==> src/rtl/mips_wb_pkg.sv <==
`default_nettype none
// ============================================================================
// Module  : mips_wb_pkg
// Brief   : Shared types and constants for the writeback stage.
// Revision: 1.0 - initial release
// ============================================================================
package mips_wb_pkg;

  typedef enum logic [2:0] {
    LB  = 3'd0,
    LBU = 3'd1,
    LH  = 3'd2,
    LHU = 3'd3,
    LW  = 3'd4,
    LWU = 3'd5,
    LD  = 3'd6
  } ld_type_e;

  typedef enum logic [0:0] {
    IDLE     = 1'b0,
    WAIT_MEM = 1'b1
  } wb_state_e;

  localparam int c_byte_w = 8;
  localparam int c_half_w = 16;
  localparam int c_word_w = 32;

  // A narrow datapath folds LD onto LW, so only the low two lane bits matter there.
  function automatic logic is_misaligned(input ld_type_e t, input logic [2:0] a,
                                         input logic wide);
    case (t)
      LH, LHU: return a[0];
      LW, LWU: return |a[1:0];
      LD:      return wide ? |a : |a[1:0];
      default: return 1'b0;
    endcase
  endfunction

endpackage
`default_nettype wire

==> src/rtl/load_align.sv <==
`default_nettype none
// ============================================================================
// Module  : load_align
// Brief   : Combinational byte-lane select and sign/zero extension of load data.
// Revision: 1.0 - initial release
// ============================================================================
module load_align
  import mips_wb_pkg::*;
#(
  parameter int N = 64
) (
  input  logic [N-1:0] rdata,
  input  ld_type_e     ld_type,
  input  logic [2:0]   addr_lo,
  output logic [N-1:0] aligned
);

  if (N == 64) begin : g_n64
    logic [N-1:0] w_s;
    assign w_s = rdata >> {addr_lo, 3'b000};

    always_comb begin
      aligned = '0;
      case (ld_type)
        LB:      aligned = {{(N-c_byte_w){w_s[c_byte_w-1]}}, w_s[c_byte_w-1:0]};
        LBU:     aligned = {{(N-c_byte_w){1'b0}}, w_s[c_byte_w-1:0]};
        LH:      aligned = {{(N-c_half_w){w_s[c_half_w-1]}}, w_s[c_half_w-1:0]};
        LHU:     aligned = {{(N-c_half_w){1'b0}}, w_s[c_half_w-1:0]};
        LW:      aligned = {{(N-c_word_w){w_s[c_word_w-1]}}, w_s[c_word_w-1:0]};
        LWU:     aligned = {{(N-c_word_w){1'b0}}, w_s[c_word_w-1:0]};
        LD:      aligned = w_s;
        default: aligned = '0;
      endcase
    end
  end else begin : g_n32
    logic [N-1:0] w_s;
    logic         w_unused_lane;
    assign w_s           = rdata >> {addr_lo[1:0], 3'b000};
    assign w_unused_lane = addr_lo[2];

    always_comb begin
      aligned = '0;
      case (ld_type)
        LB:          aligned = {{(N-c_byte_w){w_s[c_byte_w-1]}}, w_s[c_byte_w-1:0]};
        LBU:         aligned = {{(N-c_byte_w){1'b0}}, w_s[c_byte_w-1:0]};
        LH:          aligned = {{(N-c_half_w){w_s[c_half_w-1]}}, w_s[c_half_w-1:0]};
        LHU:         aligned = {{(N-c_half_w){1'b0}}, w_s[c_half_w-1:0]};
        LW, LWU, LD: aligned = w_s;
        default:     aligned = '0;
      endcase
    end
  end

endmodule
`default_nettype wire

==> src/rtl/wb_stage.sv <==
`default_nettype none
// ============================================================================
// Module  : wb_stage
// Brief   : Writeback stage: waits for load data, aligns it, drives the regfile port.
// Revision: 1.0 - initial release
// ============================================================================
module wb_stage
  import mips_wb_pkg::*;
#(
  parameter int N = 64
) (
  input  logic         clk,
  input  logic         rst_n,
  input  logic         in_valid,
  output logic         in_ready,
  input  logic         in_regwrite,
  input  logic         in_memtoreg,
  input  logic [4:0]   in_wa,
  input  logic [N-1:0] in_alu,
  input  logic [2:0]   in_ld_type,
  input  logic [2:0]   in_addr_lo,
  input  logic         mem_rvalid,
  input  logic [N-1:0] mem_rdata,
  output logic         we3,
  output logic [4:0]   wa3,
  output logic [N-1:0] wd3,
  output logic         busy,
  output logic         err
);

  wb_state_e    r_state;
  wb_state_e    w_state_next;
  logic [4:0]   r_wa;
  ld_type_e     r_ld_type;
  logic [2:0]   r_addr_lo;
  logic         r_regwrite;

  ld_type_e     w_ld_type;
  logic         w_accept;
  logic         w_misaligned;
  logic         w_alu_accept;
  logic         w_load_accept;
  logic         w_load_done;
  logic [N-1:0] w_aligned;

  assign w_ld_type     = ld_type_e'(in_ld_type);
  assign w_accept      = in_valid && in_ready;
  assign w_misaligned  = is_misaligned(w_ld_type, in_addr_lo, (N == 64));
  assign w_alu_accept  = w_accept && !in_memtoreg;
  assign w_load_accept = w_accept && in_memtoreg && !w_misaligned;
  assign w_load_done   = (r_state == WAIT_MEM) && mem_rvalid;

  load_align #(.N(N)) u_align (
    .rdata   (mem_rdata),
    .ld_type (r_ld_type),
    .addr_lo (r_addr_lo),
    .aligned (w_aligned)
  );

  always_ff @(posedge clk or negedge rst_n) begin
    if (!rst_n) r_state <= IDLE;
    else        r_state <= w_state_next;
  end

  always_comb begin
    w_state_next = r_state;
    case (r_state)
      IDLE:     if (w_load_accept) w_state_next = WAIT_MEM;
      WAIT_MEM: if (mem_rvalid)    w_state_next = IDLE;
      default:  w_state_next = IDLE;
    endcase
  end

  always_comb begin
    in_ready = 1'b0;
    busy     = 1'b0;
    case (r_state)
      IDLE:     in_ready = 1'b1;
      WAIT_MEM: busy     = 1'b1;
      default:  in_ready = 1'b0;
    endcase
  end

  always_ff @(posedge clk or negedge rst_n) begin
    if (!rst_n) begin
      r_wa       <= '0;
      r_ld_type  <= LB;
      r_addr_lo  <= '0;
      r_regwrite <= 1'b0;
    end else if (w_load_accept) begin
      r_wa       <= in_wa;
      r_ld_type  <= w_ld_type;
      r_addr_lo  <= in_addr_lo;
      r_regwrite <= in_regwrite;
    end
  end

  // Register 0 is hardwired zero in the regfile, so a write to it is suppressed here.
  always_ff @(posedge clk or negedge rst_n) begin
    if (!rst_n) begin
      we3 <= 1'b0;
      wa3 <= '0;
      wd3 <= '0;
    end else begin
      we3 <= 1'b0;
      if (w_alu_accept) begin
        we3 <= in_regwrite && (in_wa != 5'd0);
        wa3 <= in_wa;
        wd3 <= in_alu;
      end else if (w_load_done) begin
        we3 <= r_regwrite && (r_wa != 5'd0);
        wa3 <= r_wa;
        wd3 <= w_aligned;
      end
    end
  end

  always_ff @(posedge clk or negedge rst_n) begin
    if (!rst_n) begin
      err <= 1'b0;
    end else if ((w_accept && in_memtoreg && w_misaligned) ||
                 ((r_state == IDLE) && mem_rvalid)) begin
      err <= 1'b1;
    end
  end

endmodule
`default_nettype wire

==> config.mk <==
export PLATFORM = sky130hd
export DESIGN_NAME = wb_stage
export DESIGN_NICKNAME = d
export VERILOG_FILES = /design/src/rtl/mips_wb_pkg.sv /design/src/rtl/load_align.sv /design/src/rtl/wb_stage.sv
export SDC_FILE = /design/constraint.sdc
export NUM_CORES = 1
export LEC_CHECK = 0
export ABC_AREA = 1
export ABC_CLOCK_PERIOD_IN_PS = 1850
export CAP_MARGIN = 20
export CORE_ASPECT_RATIO = 1.75
export CORE_MARGIN = 3
export CORE_UTILIZATION = 46
export CTS_BUF_LIST = sky130_fd_sc_hd__clkbuf_16
export DETAILED_ROUTE_END_ITERATION = 12
export HOLD_SLACK_MARGIN = 0.03
export PLACE_DENSITY_LB_ADDON = 0.05
export SYNTH_ARGS = -nofsm -noshare
export SYNTH_HDL_FRONTEND = slang
export SYNTH_SLANG_ARGS = --single-unit
==> constraint.sdc <==
create_clock -name clk -period 1.85 [get_ports clk]
set_input_delay 0.4625 -clock clk [delete_from_list [all_inputs] [get_ports clk]]
set_output_delay 0.4625 -clock clk [all_outputs]
set_load 0.01 [all_outputs]
==> reports/metrics.cfg <==
[hold_path]
hp-class=in -> async

[timing]
tightestPinTransition_ps=478.9
hold_viol_final=0
max_freq_ghz=0.5624
timing.hold.ws_ps=115.7
skew_ps=7.618
max-slew-margin-rel_pct=68.07
final.setup.worst_slack_ps=71.99
finalSetupViolCount=0
min_period_over_period_pct=96.11
slew_violations=0
rsz0062_at_grt=true
post-route-min-period_ps=1778

[cells_and_area]
instances_no_fill=1351
layout_commonest_cell=nand2_1
syn_to_final_growth_pct=49.88
layout.nets=1320
drive_above_1_share_pct=9.746
antenna_cells=0
final_cell_area_mm2=0.009253
final_cell_mix=nand2_1 (371), clkdlybuf4s50_1 (215), nand3_1 (108)

[placement]
pre_cts_ws_ps=-293.2
port-buffer-count=217
place_inst=1332
finalWeightedCongestion=0.9898
dp_hpwl_mm=16.95
place_area_mm2=0.008862

[clocking]
cts_num_sinks=84
cts-buffers-inserted=9
worstSkewPairLatency_ps=350
cts_tree=built
clockBufferDepth=2
root_buffer=clkbuf_16
cts.clk_slew.worst_paths_ps=70
cts_max_level=3

[grt]
grt_pass1_vias=7219
grt_pass1_wl_mm=35.56
antenna_found_initial=0
gr-total-overflow=0
grt_usage_pct=30.08
grt_max_degree=85

[drt]
first_pass_iters=5
routed_wl_mm=22.82
vias=7369
drtIter0Drc=603
wl_per_cell_um=16.89
ant_nets=0
remaining_drc_errors=0
drt-vias-per-instance=5.454

[setup_path]
critPathSlowestCell=clkdlybuf4s50_1
end_kind=primary output
path_buf_inv=1
cp.arrival_ps=1320
crit_type=reg -> out
crit_chain=clkdlybuf4s50_1
cp-start-kind=flop
worstPathRequired_ps=1390
cpPeakStageDelay_ps=550
critPathTopFamily=buffers and inverters
cp_max_fo=4

[status]
status=finished clean

[synthesis]
synth_cell_type_count=28
yosys.area.top_type=dfrtp_1
syn_nets=1088
syn_area_per_cell_um2=6.547
ys_async_sr_fraction_pct=100.0
synthCells=943
netlist_area_mm2=0.006173
ys_seq_area_share_pct=34.05
synth-edff-count=0
ys_ff_latch=84
ys.flop_type=dfrtp_1
yosysTopAreaCellShare_pct=34.05
netlist_top_cells_area=dfrtp_1 (34%), nand2_1 (23%), nand3_1 (8.9%), a22o_1 (7.2%), inv_1 (5.5%)
ys_warn_count=0

[floorplanning]
rows=55
initial_core_util_pct=47.47
io_pins=218
die_w_um=93.57
fp.dieArea_mm2=0.01490
core_area_mm2=0.01301
die_h_um=159.3

[run]
drv_cap=0

[power_and_ir_drop]
total_power_mw=9.770
p_leak_nw=4.693
p_per_area_mw_per_mm2=1056
vdd_drop_max_v=0.0006243

synth_stat cells, types with 5 or more instances:
cell      number
o21ai_0       42
o211ai_1      15
a21oi_1       18
a22o_1        51
nand2_2        6
clkbuf_1      24
inv_2          5
nand2_1      371
inv_1         91
nand4_1        7
o21ai_1       46
buf_4          6
nand3_1      110
buf_6         10
dfrtp_1       84
buf_2         27
worst paths after layout:
check / start / endpoint / slack [ps] / cells past startpoint
max: r_state$_DFF_PN0_ / busy / 70 / 1
min: rst_n / wd3[43]$_DFFE_PN0P_ / 120 / 2
max reg2reg: r_addr_lo[0]$_DFFE_PN0P_ / wd3[52]$_DFFE_PN0P_ / 90 / 10
min reg2reg: wa3[1]$_DFFE_PN0P_ / wa3[1]$_DFFE_PN0P_ / 480 / 2
max in group asynchronous: rst_n / r_state$_DFF_PN0_ / 1310 / 2
min in group clk: wa3[1]$_DFFE_PN0P_ / wa3[1]$_DFFE_PN0P_ / 480 / 2
layer usage:
layer,part of all wire (%),vias up,track usage (%)
li1,-,3551,-
met1,36,3395,33.51
met2,51,348,53.01
met3,7.7,75,5.863
met4,5.9,0,15.71
met5,0,-,0
registers in the layout, summed over array words and instances (netlist names):
signal and flops:
err 1, r_regwrite 1, r_ld_type 3, we3 1, wa3 5, r_addr_lo 3
r_state 1, wd3 64, r_wa 5
timing repair:
| action | 4_1_cts | 5_1_grt |
|---|---|---|
| setup endpoints to repair | 1 | 38 |
| hold endpoints to repair | 0 | 0 |
| gates cloned | 0 | 2 |
| resized for setup | 3 | 15 |
| hold buffers | 0 | 0 |
| setup buffers | 0 | 1 |
area by class of cell:
cell class	instances	area [um2]
timing repair buffer	292	2928
tap	171	214.0
inverter	96	365.4
clock buffer	9	225.2
fill	1106	3754
sequential	84	2103
multi-input combinational	692	3356
clock inverter	7	61.31
kinds of logic (layout without fill, tap and decap cells):
group                  count (synthesis)  count (layout)  share of synthesized area, %
AND/OR/NAND/NOR                      509             509                         34.43
AO/OA/AOI/OAI                        183             183                         19.23
buffers and inverters                167             404                         12.28
flip-flops                            84              84                         34.05
power by group:
group          total (mW)  switching [mW]  internal, mW
registers            2.67           0.325          2.34
clock network        1.77           0.837         0.934
logic                5.33            2.85          2.48
metrics by stage:
step                TNS (ps)  utilization [%]
floorplan                  0                -
global placement       -8316            68.14
detailed placement    -10650            68.14
CTS                        0            70.34
global route          -33.10            71.14
finish                     0            71.14
Note: power is estimated with default switching activity, not from simulation.
